`src/rtl/pwm_ciclo_multicanal.sv`:
```
// Multi-channel PWM generator with button-driven duty adjustment per channel.
// Shared prescaler/tick counter; each channel shadows its duty at period start.
module pwm_ciclo_multicanal #(
  parameter int N_CH     = 4,
  parameter int DUTY_W   = 4,
  parameter int PRESCALE = 1,
  parameter int STEP     = 1,
  localparam int SEL_W   = (N_CH > 1) ? $clog2(N_CH) : 1
) (
  input  logic              clk_100MHz,
  input  logic              rst,
  input  logic              up,
  input  logic              down,
  input  logic [SEL_W-1:0]  ch_sel,
  input  logic              chip_select,
  input  logic              wrap_mode,
  output logic [N_CH-1:0]   pwm_out,
  output logic [DUTY_W-1:0] duty_actual,
  output logic              period_start
);

  localparam int PRE_W = (PRESCALE > 1) ? $clog2(PRESCALE) : 1;
  localparam logic [PRE_W-1:0]  PRE_LAST = PRE_W'(PRESCALE - 1);
  localparam logic [DUTY_W-1:0] P_MAX    = '1;
  localparam logic [DUTY_W-1:0] CNT_LAST = DUTY_W'((1 << DUTY_W) - 2);
  localparam logic [DUTY_W:0]   STEP_EXT = (DUTY_W + 1)'(STEP);

  logic [1:0]        up_sync, down_sync;
  logic              up_hist, down_hist;
  logic [1:0]        arm_cnt;
  logic              armed, up_ev, down_ev, accept;
  logic [PRE_W-1:0]  pre;
  logic [DUTY_W-1:0] cnt;
  logic              tick, period_wrap;
  logic [DUTY_W-1:0] duty_reg    [N_CH];
  logic [DUTY_W-1:0] duty_active [N_CH];

  // One extra bit of headroom so saturation never sees a wrapped sum.
  function automatic logic [DUTY_W-1:0] next_duty(input logic [DUTY_W-1:0] cur,
                                                  input logic inc, input logic wrap);
    logic [DUTY_W:0] sum, diff;
    sum  = {1'b0, cur} + STEP_EXT;
    diff = {1'b0, cur} - STEP_EXT;
    if (inc) next_duty = (wrap || sum <= {1'b0, P_MAX}) ? sum[DUTY_W-1:0] : P_MAX;
    else     next_duty = (wrap || !diff[DUTY_W]) ? diff[DUTY_W-1:0] : '0;
  endfunction

  // Edges are ignored until the synchronizer pipeline has refilled after reset,
  // so a level already high at release is absorbed into the history flop.
  always_ff @(posedge clk_100MHz) begin
    // NOTE: sequential state uses non-blocking assignments so every flop samples pre-edge values.
    if (rst) begin
      up_sync   <= '0;
      down_sync <= '0;
      up_hist   <= 1'b0;
      down_hist <= 1'b0;
      arm_cnt   <= '0;
    end else begin
      up_sync   <= {up_sync[0], up};
      down_sync <= {down_sync[0], down};
      up_hist   <= up_sync[1];
      down_hist <= down_sync[1];
      if (!armed) arm_cnt <= arm_cnt + 2'd1;
    end
  end

  assign armed       = (arm_cnt == 2'd3);
  assign up_ev       = armed & up_sync[1] & ~up_hist;
  assign down_ev     = armed & down_sync[1] & ~down_hist;
  assign accept      = chip_select & (up_ev ^ down_ev);
  assign tick        = (pre == PRE_LAST);
  assign period_wrap = tick & (cnt == CNT_LAST);

  always_ff @(posedge clk_100MHz) begin
    // NOTE: the duty arrays are reset because outputs must read zero right after reset.
    if (rst) begin
      pre          <= '0;
      cnt          <= '0;
      period_start <= 1'b0;
      pwm_out      <= '0;
      for (int i = 0; i < N_CH; i++) begin
        duty_reg[i]    <= '0;
        duty_active[i] <= '0;
      end
    end else begin
      pre          <= tick ? '0 : pre + 1'b1;
      if (tick) cnt <= period_wrap ? '0 : cnt + 1'b1;
      period_start <= period_wrap;
      for (int i = 0; i < N_CH; i++) begin
        if (accept && ch_sel == SEL_W'(i))
          duty_reg[i] <= next_duty(duty_reg[i], up_ev, wrap_mode);
        if (period_wrap) duty_active[i] <= duty_reg[i];
        pwm_out[i] <= (cnt < duty_active[i]);
      end
    end
  end

  // Unmapped selector values fall through to zero.
  always_comb begin
    // NOTE: default assigned first so no path leaves duty_actual unassigned (no latch).
    duty_actual = '0;
    for (int i = 0; i < N_CH; i++)
      if (ch_sel == SEL_W'(i)) duty_actual = duty_reg[i];
  end

endmodule

```
`config.mk`:
```
export PLATFORM = sky130hd
export DESIGN_NAME = pwm_ciclo_multicanal
export DESIGN_NICKNAME = d
export VERILOG_FILES = /design/src/rtl/pwm_ciclo_multicanal.sv
export SDC_FILE = /design/constraint.sdc
export NUM_CORES = 1
export LEC_CHECK = 0
export ABC_CLOCK_PERIOD_IN_PS = 1800
export BUFFER_PORTS_ARGS = -buffer_cell sky130_fd_sc_hd__buf_2
export CAP_MARGIN = 20
export CORE_MARGIN = 2
export CORE_UTILIZATION = 55
export DETAILED_ROUTE_END_ITERATION = 8
export PLACE_DENSITY = 0.81
export SYNTH_ARGS = -nofsm -noshare
export SYNTH_HDL_FRONTEND = slang
export SYNTH_SLANG_ARGS = --single-unit
```
`constraint.sdc`:
```
create_clock -name clk_100MHz -period 1.8 [get_ports clk_100MHz]
set_input_delay 0.27 -clock clk_100MHz [delete_from_list [all_inputs] [get_ports clk_100MHz]]
set_output_delay 0.27 -clock clk_100MHz [all_outputs]
set_load 0.01 [all_outputs]
```
; Word-level counts from Yosys, hierarchy flattened
; Memories as Yosys holds them, arrays and structs flattened.
; Cells that the tools add are included.
[op_classes]
addsub = 11
n_reduce_logical = 18
n_mux = 50
bitwise = 18
n_eq_ne = 5
order_cmp = 8
[op_table]
columns = cell, n
row1 = $mux W4, 33
row2 = $add A4 B1 Y5 const B, 4
row3 = $le A5 B4 Y1 const B, 4
row4 = $sub A4 B1 Y5 const B, 4
row5 = $mux W1, 17
row6 = $lt A4 B4 Y1, 4
row7 = $logic_or A1 B1 Y1, 8
row8 = $or A1 B1 Y1, 8
row9 = $and A1 B1 Y1, 6
row10 = $eq A2 B2 Y1 const B, 3
row11 = $add A4 B1 Y4 const B, 1
row12 = $eq A4 B4 Y1 const B, 1
row13 = $logic_and A1 B1 Y1, 4
row14 = $logic_not A1 Y1, 4
row15 = $not A1 Y1, 3
row16 = $add A2 B1 Y2 const B, 1
row17 = $eq A2 B1 Y1 const B, 1
row18 = $logic_not A2 Y1, 1
row19 = $reduce_or A2 Y1, 1
row20 = $add A1 B1 Y1 const B, 1
row21 = $xor A1 B1 Y1, 1
[totals]
out_inout_bits = 9
n_memories = 2
inputBits = 8
elab_cells = 121
reg_bits = 18
ramBits = 32
[memory_table]
columns = memory, depth, word_bits, read_ports, rd_ports_with_merged_regs, write_ports, line
row1 = duty_active, 4, 4, 4, 0, 4, 36  ; logic [DUTY_W-1:0] duty_active [N_CH];
row2 = duty_reg, 4, 4, 4, 0, 4, 35  ; logic [DUTY_W-1:0] duty_reg [N_CH];

; Logic depth before layout (Yosys ltp)
[logic_depth]
ltp_word = 10
depth_mapped = 7
depth_no_buf = 6

; Worst setup path after synthesis
; No wires, ideal clock.
[synth_path]
kind = flip-flop to flip-flop
from = mem duty_reg[1][0]
to = mem duty_reg[1][0] (data pin)
path_slack_ns = -0.091
arrival_time_ns = 1.610
period_less_slack_ns = 1.891
setup_time_ns = 0.281
stages_incl_launch_ff = 8
t_required_ns = 1.519
n_path_buf = 1
path_cell_list = edfxtp_1 > buf_2 > inv_1 > ha_1 > nor3b_2 > maj3_1 > nand3_1 > a221oi_1
[synth_rtl]
columns = item, line
row1 = "start, declared", 35

==> reports/metrics.csv <==
stage,metric,value,unit
clock_tree,cts.clk_slew.worst_paths,0.08,ns
placed_design,portBuffers,16,
setup_path,worst_path_max_delay_cell,mux4_2,
synthesis,synth_top_family_by_area,simple AND/OR/NAND/NOR gates,
detailed_routing,postRouteWirelength,6.44,mm
worst_hold_path,min_path_type,input pin to flop,
setup_path,crit_fanout,9,
pwr,p_int,1.88,mW
setup_path,crit_chain,"buf_4, mux4_2, buf_6",
setup_path,cp.required,1.53,ns
floorplanning,die_h,79.2,um
synthesis,muxShareOfSynthArea,0.0322,
placed_design,postPlaceCellArea,3410,um^2
synthesis,synth_cell_types,47,
layout,insertedDiodeCount,0,
layout,nets,383,
layout,syn_to_final_growth,21.6,%
setup_path,crit_path_end_kind,primary output,
setup_path,reg2reg_from,duty_reg[2][0],
setup_path,critPathLaunchType,flop,
placed_design,gp_congestion,0.943,
run_status,status,"complete, no violations",
clock_tree,h-tree-depth,2,
detailed_routing,drtPass1Iterations,4,
clock_tree,clk_latency,0.30,ns
pwr,clock_power_share,0.313,
placed_design,dp_hpwl,4.41,mm
global_routing,overflow,0,
worst_hold_path,whs_endpoint,down_sync[0],
setup_path,rr_endpoint,duty_reg[2][2],
run,max_cap_viol_count,0,
floorplanning,coreArea,5470,um^2
detailed_routing,via_per_inst,5.71,
timing,fmax,556,MHz
floorplanning,die_w,79.2,um
synthesis,syn_nets,337,
synthesis,synthFlopType,edfxtp_1,
setup_path,cp_num_buf_inv,2,
setup_path,reg2reg_slack,0.06,ns
timing,period_needed,1.80,ns
timing,tightestPinTransition,0.548,ns
synthesis,ys_seq_area_frac,0.425,
synthesis,ys.warnings.count,0,
pwr,leakage,1.58,nW
clock_tree,tritoncts,done,
synthesis,yosys_register_bits,50,
timing,maxSlewViolCount,0,
synthesis,synthXorXnorAreaFrac,0.0165,
layout,layout-drive-gt1-share,0.298,
setup_path,cp_slowest_stage_delay,0.48,ns
detailed_routing,post_drt_wl_per_cell,15.3,um
pwr,power,2.47,mW
timing,period_share,0.999,
pwr,p_sw_frac,0.238,
global_routing,antenna_found_initial,0,
detailed_routing,ant_nets,0,
floorplanning,row_count,27,
synthesis,synthCells,302,
timing,hold_viol_final,0,
floorplanning,dieArea,6280,um^2
clock_tree,cts_root_buffer,clkbuf_8,
global_routing,grt_max_degree,31,
global_routing,track_usage,0.205,
worst_hold_path,min_from,down,
synthesis,synthesis.area,3110,um^2
pwr,pwr-share-comb,0.159,
pwr,seqPwrFrac,0.528,
floorplanning,initial_core_util,0.569,
layout,fin_util,0.691,
synthesis,synth-simple-area-share,0.217,
synthesis,syn_avg_cell_area,10.3,um^2
pwr,p_switching,0.588,mW
detailed_routing,drt-initial-drc-count,102,
timing,rsz0062_at_grt,yes,
layout,stdcell_area,3780,um^2
detailed_routing,drc,0,
setup_path,worstSetupPathType,flop to primary output,
clock_tree,cts.path.max_buffers,2,
pwr,powerDensity,652,nW/um^2
global_routing,grt_pass1_vias,2275,
setup_path,crit_family,multiplexers,
timing,max-slew-margin-rel,0.634,
synthesis,synth-compound-area-share,0.127,
timing,skew,0.0112,ns
worst_hold_path,min_path_cells,2,
synthesis,synth_enable_flop_cells,32,
pwr,peakVddDrop,0.000378,V
floorplanning,num_io_pins,17,
clock_tree,cts_made_buffers,5,
synthesis,synth-async-reset-ratio,0,
synthesis,synthAdderAreaFrac,0.121,
clock_tree,cts_sinks,50,
setup_path,critical_path_depth,3,
global_routing,grt_pass1_wl,10.1,mm
clock_tree,cts_hold_buffers,0,
setup_path,cp.arrival,1.53,ns
detailed_routing,vias,2404,
setup_path,reg2reg_depth,6,
timing,setup_viol,0,
-- final cells by class --
cell class | instances | area (um^2)
clock buffers | 7 | 76.3
clock inverters | 1 | 30.0
fillers | 404 | 1690
inverters | 24 | 90.1
multi-input cells | 208 | 1730
flip-flops and latches | 50 | 1320
well taps | 72 | 90.1
repair buffers | 59 | 449
-- how the worst max path moves through the flow --
stage / end / slack, ns / startpoint
finish: duty_actual[0] / 0.002 / duty_reg[0][0]
CTS: duty_actual[0] / 0.001 / duty_reg[3][0]
global route: duty_actual[0] / -0.05 / duty_reg[1][0]
global placement: duty_reg[2][0] / 0.08 / duty_reg[2][0]
detailed placement: duty_reg[0][0] / 0.03 / duty_reg[0][1]
floorplan: duty_reg[1][0] / -0.007 / duty_reg[1][0]
-- synthesized netlist by cell type, types with 2 or more instances --
master,number,area share
nand2b_1,6,0.012
nand3b_1,4,0.0097
mux4_2,4,0.029
nor4b_2,4,0.019
nand4_1,4,0.0080
o21ai_0,4,0.0064
a21oi_1,13,0.021
buf_2,6,0.0097
maj3_1,4,0.013
a21o_1,12,0.029
nor4b_1,3,0.0084
inv_1,24,0.029
edfxtp_1,32,0.31
dfxtp_1,18,0.12
or3_1,7,0.014
a31oi_1,5,0.010
o31ai_1,4,0.0097
nor2_1,8,0.0097
a211oi_1,4,0.0097
nor2b_1,12,0.024
a41oi_2,3,0.016
o21bai_1,2,0.0048
a41o_1,2,0.0064
o21ai_1,2,0.0032
and2_1,8,0.016
nor3b_1,3,0.0072
nor3_1,13,0.021
a221oi_1,3,0.0084
nand2_1,16,0.019
nand3_1,16,0.026
buf_6,2,0.0072
ha_1,27,0.11
clkbuf_1,11,0.013
xor2_1,3,0.0084
-- per-layer routing --
metal | GRT usage | part of all wire | vias to the layer above
li1 | - | - | 1186
met1 | 0.253 | 0.43 | 1153
met2 | 0.364 | 0.51 | 55
met3 | 0.0364 | 0.043 | 10
met4 | 0.0621 | 0.013 | 0
met5 | 0 | 0 | -
-- power groups by stage --
stage	combinational, mW	sequential (mW)	clock [mW]
final	0.392	1.30	0.772
after global routing	0.431	1.31	0.824
after CTS	0.352	1.30	0.780
after detailed placement	0.338	1.34	0
after global placement	0.329	1.33	0
after floorplan	0.238	1.33	0
-- cells in the final DEF, fill, tap and decap left out, types with 6 or more instances in the layout --
master | netlist | routed
nand2b_1 | 6 | 6
a21o_1 | 12 | 12
ha_1 | 27 | 23
and2_1 | 8 | 8
a21oi_1 | 13 | 13
buf_2 | 6 | 15
nor3_1 | 13 | 13
buf_4 | 0 | 37
dfxtp_1 | 18 | 18
nor2_1 | 8 | 8
nand2_1 | 16 | 16
nand3_1 | 16 | 13
or3_1 | 7 | 7
nor2b_1 | 12 | 12
edfxtp_1 | 32 | 32
inv_2 | 0 | 6
inv_1 | 24 | 18
-- through the flow --
step | std cells | setup TNS, ns | worst slack (ns) | hold WS (ns)
2_1_floorplan | 302 | -0.00697 | -0.00697 | 0.398
3_3_place_gp | 394 | 0 | 0.0825 | 0.418
3_5_place_dp | 394 | 0 | 0.0308 | 0.437
4_1_cts | 405 | 0 | 0.00104 | 0.172
5_1_grt | 421 | -0.0908 | -0.0477 | 0.178
6_report | 421 | 0 | 0.00152 | 0.179
-- what timing repair did --
| action | CTS | global route |
|---|---|---|
| endpoints found under the setup margin | 3 | 19 |
| cloned | 0 | 0 |
| resized for setup | 2 | 22 |
| buffers inserted | 3 | 16 |
| pin swaps | 0 | 7 |
-- logic make-up (layout without fill, tap and decap cells) --
| family | after synthesis | in the layout |
|---|---|---|
| and+or+nand+nor | 111 | 111 |
| muxes | 5 | 5 |
| AOI/OAI and AO/OA | 55 | 55 |
| xor gates and xnor gates | 5 | 5 |
| DFF | 50 | 50 |
| buffers and inverters | 44 | 91 |
| adders and majority gates | 31 | 31 |
| other | 1 | 1 |
-- worst reg2reg max path, delay by kind of cell (launching register included) --
family / cells / cell delay (ns)
and+or+nand+nor: 2 / 0.59
AOI/OAI and AO/OA: 2 / 0.19
buffers and inverters: 1 / 0.10
adders and majority gates: 1 / 0.20
DFF: 1 / 0.41
Note: power is estimated with default switching activity, not from simulation.
